==> src/rtl/uart_tx_pkg.sv <==
// uart_tx_pkg: shared UART definitions (state encoding, default rates, divider formula).
package uart_tx_pkg;

    localparam int unsigned DEF_CLK_FREQ = 100_000_000;
    localparam int unsigned DEF_BAUD     = 9600;

    typedef enum logic [1:0] {
        IDLE  = 2'd0,
        START = 2'd1,
        DATA  = 2'd2,
        STOP  = 2'd3
    } tx_state_e;

    // Clocks per bit; truncating division, RX side uses the same formula.
    function automatic int unsigned baud_div(input int unsigned clk_freq, input int unsigned baud);
        return clk_freq / baud;
    endfunction

endpackage

==> src/rtl/uart_baud_tick.sv <==
// uart_baud_tick: free-running bit-period counter, cleared while disabled, ticks on wrap.
module uart_baud_tick #(
    parameter int unsigned BAUD_DIV = 2
) (
    input  logic clk,
    input  logic rst_n,
    input  logic en,
    output logic tick
);
    localparam int unsigned CW = $clog2(BAUD_DIV);

    logic [CW-1:0] cnt_q, cnt_d;

    assign tick  = en && (cnt_q == CW'(BAUD_DIV - 1));
    assign cnt_d = (!en || tick) ? '0 : cnt_q + 1'b1;

    always_ff @(posedge clk or negedge rst_n)
        if (!rst_n) cnt_q <= '0;
        else        cnt_q <= cnt_d;

endmodule

==> src/rtl/uart_tx.sv <==
// uart_tx: 8N1 UART transmitter, one byte per valid/ready handshake, LSB first.
module uart_tx
    import uart_tx_pkg::*;
#(
    parameter int unsigned CLK_FREQ = DEF_CLK_FREQ,
    parameter int unsigned BAUD     = DEF_BAUD
) (
    input  logic       clk,
    input  logic       rst_n,
    input  logic [7:0] tx_data,
    input  logic       tx_valid,
    output logic       tx_ready,
    output logic       tx,
    output logic       tx_busy,
    output logic       tx_done
);
    localparam int unsigned BAUD_DIV = baud_div(CLK_FREQ, BAUD);

    tx_state_e  state_q, state_d;
    logic [7:0] shreg_q, shreg_d;
    logic [2:0] idx_q, idx_d;
    logic       tx_q, tx_d, done_q, done_d;
    logic       tick, accept;

    assign tx_ready = (state_q == IDLE);
    assign tx_busy  = (state_q != IDLE);
    assign accept   = tx_valid && tx_ready;
    assign tx       = tx_q;
    assign tx_done  = done_q;

    uart_baud_tick #(.BAUD_DIV(BAUD_DIV)) u_tick (
        .clk  (clk),
        .rst_n(rst_n),
        .en   (tx_busy),
        .tick (tick)
    );

    always_ff @(posedge clk or negedge rst_n)
        if (!rst_n) state_q <= IDLE;
        else        state_q <= state_d;

    always_comb begin
        state_d = state_q;
        if (state_q == IDLE)
            state_d = accept ? START : IDLE;
        else if (tick)
            state_d = (state_q == START) ? DATA :
                      (state_q == DATA)  ? ((idx_q == 3'd7) ? STOP : DATA) : IDLE;
    end

    always_comb begin
        shreg_d = accept ? tx_data : (state_q == DATA && tick) ? (shreg_q >> 1) : shreg_q;
        idx_d   = (state_q != DATA) ? 3'd0 : tick ? idx_q + 3'd1 : idx_q;
    end

    // Line level is computed from the next state so tx stays a plain flop output.
    always_comb begin
        tx_d   = (state_d == START) ? 1'b0 : (state_d == DATA) ? shreg_d[0] : 1'b1;
        done_d = (state_q == STOP) && tick;
    end

    always_ff @(posedge clk or negedge rst_n) begin
        if (!rst_n) begin
            shreg_q <= '0;
            idx_q   <= '0;
            tx_q    <= 1'b1;
            done_q  <= 1'b0;
        end else begin
            shreg_q <= shreg_d;
            idx_q   <= idx_d;
            tx_q    <= tx_d;
            done_q  <= done_d;
        end
    end

endmodule

==> config.mk <==
export PLATFORM = sky130hd
export DESIGN_NAME = uart_tx
export DESIGN_NICKNAME = d
export VERILOG_FILES = /design/src/rtl/uart_tx_pkg.sv /design/src/rtl/uart_baud_tick.sv /design/src/rtl/uart_tx.sv
export SDC_FILE = /design/constraint.sdc
export NUM_CORES = 1
export LEC_CHECK = 0
export ABC_AREA = 1
export BUFFER_PORTS_ARGS = -buffer_cell sky130_fd_sc_hd__buf_2
export CAP_MARGIN = 15
export CORE_ASPECT_RATIO = 0.8
export CORE_UTILIZATION = 56
export DETAILED_ROUTE_END_ITERATION = 12
export PLACE_DENSITY = 0.76
export SLEW_MARGIN = 10
export SYNTH_ARGS = -nofsm -noshare
export SYNTH_HDL_FRONTEND = slang
export SYNTH_SLANG_ARGS = --single-unit
==> constraint.sdc <==
create_clock -name clk -period 3.65 [get_ports clk]
set_input_delay 1.095 -clock clk [delete_from_list [all_inputs] [get_ports clk]]
set_output_delay 1.095 -clock clk [all_outputs]
set_load 0.01 [all_outputs]
Word level (Yosys, flattened, before mapping). Cells that the tools add are included.

Add/sub/neg operators: 2. Eq/ne operators: 8. Multiplexer cells: 13. Reduce and logical (&&, ||, !) cells: 10.

Operator list (number): $mux 8 (2); $add 14x1->14 const B (1); $eq 14x14->1 const B (1); $mux 14 (1); $mux 2 (4); $eq 2x2->1 const B (3); $mux 3 (2); $reduce_bool 2->1 (3); $eq 2x1->1 const B (2); $logic_and 1x1->1 (4); $mux 1 (4); $add 3x1->3 const B (1); $eq 3x3->1 const B (1); $logic_not 2->1 (1); $ne 2x2->1 const B (1); $logic_not 1->1 (1); $logic_or 1x1->1 (1).

Input bits: 11. Logic and storage cells: 40. Bits in registers: 29. Output and inout bits: 4.

Logic depth before layout (Yosys ltp).
Word-level depth: 9. Depth in mapped cells: 12. Depth with buffers taken out: 12.

Hierarchy. Synthesis repeated with hierarchy kept, for this count alone.

Cell total of the unflattened synthesis: 200. Area, all modules: 1582.8 µm².

By module, submodules not included: uart_baud_tick (instances 1, cells each 114, sequential area each 350.3 µm², area each 827.0 µm²); uart_tx (instances 1, cells each 86, sequential area each 376.6 µm², area each 755.7 µm²).

Least setup slack after synthesis. No wires, ideal clock.

Path kind: input port to flip-flop. Start point: input port tx_valid. End point: register shreg_q[7]. Arrival time: 1.892 ns. Slack: 1.692 ns. Data required time: 3.584 ns. Cell stages on the path: 4. Path buffers: 0. Setup time: 0.066 ns. Cell sequence: nand2_1 clkinv_1 nor2_2 a22o_1.

Word-level cells in the longest chain between the ends: 2. Elaborated cells between the ends (all ways): 3. Classes of those cells: mux (1); reduce/logical (2).

Ends and longest elaborated chain: from (decl) (RTL line uart_tx.sv:11) `input logic tx_valid,`; $logic_and 1x1->1 (*) (RTL line uart_tx.sv:27) `assign accept = tx_valid && tx_ready;`; $mux 8 or $reduce_bool 2->1 (tied branches); to (signal assigned) (RTL line uart_tx.sv:69) `shreg_q <= shreg_d;`; to (decl) (RTL line uart_tx.sv:20) `logic [7:0] shreg_q, shreg_d;`.

Every way passes the cells marked *; elsewhere a longest branch is shown, timed or not. A chain may end at the register's enable or synchronous reset.

Final worst setup path.
Start point: register state_q[0]. End point: output port tx_busy.

Word-level cells in the longest chain between the ends: 1.

Ends and longest elaborated chain: from (decl) (RTL line uart_tx.sv:19) `tx_state_e state_q, state_d;`; from (signal assigned) (RTL line uart_tx.sv:40) `else state_q <= state_d;`; $reduce_bool 2->1 (RTL line uart_tx.sv:26) `assign tx_busy = (state_q != IDLE);`; to (decl) (RTL line uart_tx.sv:14) `output logic tx_busy,`.

No other way between the ends.

==> results.md <==
- Core Area: 2560 sq um
- # setup viols final: 0
- Post-route DRC: 0
- Global-route wire length before repair: 5080 microns
- Root Driver: clkbuf_4
- RSZ-0062 raised after global routing: false
- Gr ovfl total: 0
- Initial antenna violation count: 0
- CTS sink count: 29
- Wire length on met1: 1410 microns
- Final hold vios: 0
- Top delay family on crit path: buffers and inverters
- Slowest-stage cell, CP: dfrtp_1
- Status: finished clean
- Clock-pin slew on the worst setup and hold paths: 90 ps
- Wire per inst: 11.7 microns
- Slew @ Worst Pin: 620 ps
- Worst Setup Path Type: reg -> out
- WL met2: 1270 microns
- DP Wirelength: 2170 microns
- Crit path required time: 2550 ps
- Setup tns final: 0 ps
- Count of cell types in the netlist: 27
- Ant diodes: 0
- # rows: 16
- Starting Density: 61.4%
- Port Buffer Count: 14
- CTS Buf Count: 5
- I/O pins: 15
- Yosys top cell by area: dfrtp_1
- Post-DP Area: 1680 sq um
- Max_cap viols: 0
- Element type at the critical path end: primary output
- Static Leakage: 0.872 nW
- Max incr delay on CP: 410 ps
- Cts repair resizes: 0
- Post-synthesis sequential area ratio: 46.2%
- Fmax: 403 MHz
- Crit path buf inv count: 3
- Syn Nets: 205
- Reg2Reg Depth: 6
- Relative slew slack: 58.7%
- Ys Warns: 0
- Area of the mapped netlist: 1570 sq um
- Via density: 5.23
- Max Clock Skew: 1.44 ps
- Hold Buf Count CTS: 0
- Fill cells: 229
- Die ar.: 3030 sq um
- Synth-to-layout area growth: 10.1%
- Post-synth top area share: 44.5%
- CTS tree: done
- Instance count of the mapped netlist: 187
- DRT Pass-1 Iters: 4
- H-tree levels: 2
- Startpoint types: register
- Worst-Skew Late Latency: 320 ps
- Slew Limit Fails: 0
- Post-CTS Setup Inserts: 0
- DRT iter0 DRCs: 49
- #FFs+latches synth: 29
- Placed insts: 236
- Die height: 49.4 microns
- Fin crit share: 68.0%
- Peak supply drop: 0.000215 V
- Power per cell area: 305 nW/um^2
- Layout Nets: 225
- Hold crit path type: reg -> reg
- Worst path arrival time: 1390 ps
- Top Metal Used: met4
- Routed wire length: 2840 microns
- Crit path cell chain: inv_1 -> ha_1 -> inv_2 -> buf_2
- Antenna-violating nets left: 0
- Total number of vias: 1,272
- CP Depth: 4
- Largest net degree at the start of global routing: 30
- Non-filler cells, final: 243
- Syn_area_per_cell: 8.42 sq um
- Chip width: 61.3 microns
- RD Place Congestion: 0.874
- Layout cells sized above 1: 24.6%
- Vias in the first global route: 1,149
- DR WL met3: 129 microns
- Fin util: 67.6%
- Period minus WS final: 2480 ps
- Total track usage: 22.6%
- WHS Path Cells: 1
- Post-route design area: 1730 sq um
- Clock Tree Buf Depth: 2
- Synth area leaders: dfrtp_1 (45%), nand2_1 (9.1%), nand3_1 (8.6%)
- CP Max Fanout: 8
## synthesized netlist by cell type
cell type	instances
nor3_4	2
ha_1	7
nor3b_2	1
clkinv_1	1
nand2_2	6
inv_1	17
a31oi_1	1
a22o_1	1
nand3_4	1
nand2_1	38
nor2_2	6
nor3_1	4
dfrtp_1	28
xor2_1	1
o21ai_1	1
nor4_2	1
xnor2_1	1
nand3_1	27
inv_2	9
nand4_1	2
dfstp_2	1
a21oi_2	1
a21oi_1	5
nor2_4	3
o21ai_0	2
buf_6	1
nor2_1	19
## flip-flops by register name (all words and copies together) (netlist names)
name,flops
tx_done,1
shreg_q,8
u_tick.cnt_q,14
idx_q,3
tx,1
state_q,2
## stage by stage
| step | setup slack [ps] | hold WS (ps) | total power [W] |
|---|---|---|---|
| detailed placement | 1400 | 458 | 0.000339 |
| finish | 1170 | 467 | 0.000529 |
| global placement | 1440 | 453 | 0.000339 |
| floorplan | 1690 | 433 | 0.000327 |
| CTS | 1160 | 470 | 0.000533 |
| global route | 1080 | 505 | 0.000548 |
## power by group
| part | switching (W) | leakage, nW | total, W | internal [W] |
|---|---|---|---|---|
| combinational | 0.00000707 | 0.459 | 0.0000108 | 0.00000369 |
| sequential | 0 | 0.382 | 0.000321 | 0.000321 |
| clock | 0.000106 | 0.0314 | 0.000197 | 0.0000908 |
| total | 0.000113 | 0.872 | 0.000529 | 0.000416 |
## placed cells by master (no fill, tap or decap), types with 6 or more instances in the layout
cell	instances
nand2_1	38
dfrtp_1	28
nand3_1	27
nor2_1	19
inv_1	17
buf_2	14
inv_2	9
ha_1	7
nand2_2	6
nor2_2	6
## layer usage
metal | vias up | GRT usage [%]
met3 | 5 | 6.37
li1 | 640 | -
met2 | 30 | 32.8
met1 | 597 | 33.7
met4 | 0 | 4.55
met5 | - | 0
## cells by family (layout without fill, tap and decap cells)
group / after synthesis / in the layout / share of synthesized area, %
AOI/OAI and AO/OA: 11 / 11 / 4.05
xor gates and xnor gates: 2 / 2 / 1.11
adders and majority gates: 7 / 7 / 5.56
buffers and inverters: 28 / 48 / 7.15
DFF: 29 / 29 / 46.2
and+or+nand+nor: 110 / 110 / 35.9
## path summary, 6_finish.rpt
| kind | start | to | slack (ps) |
|---|---|---|---|
| hold reg to reg | u_tick.cnt_q[0] | u_tick.cnt_q[0] | 470 |
| hold / removal | u_tick.cnt_q[0] | u_tick.cnt_q[0] | 470 |
| setup reg to reg | state_q[0] | shreg_q[7] | 1830 |
| setup / recovery | state_q[0] | tx_busy | 1170 |
| max in group asynchronous | rst_n | u_tick.cnt_q[11] | 2460 |
| min in group asynchronous | rst_n | u_tick.cnt_q[8] | 780 |
## final cells by class
type	instances	area (sq um)	area share, %
multi-input cells	130	734	42.4
flip-flops and latches	29	727	41.9
clock buffers	7	55.1	3.18
well taps	36	45.0	2.60
repair buffers	14	70.1	4.04
inverters	27	101	5.85
(Power assumes the default switching activity.)
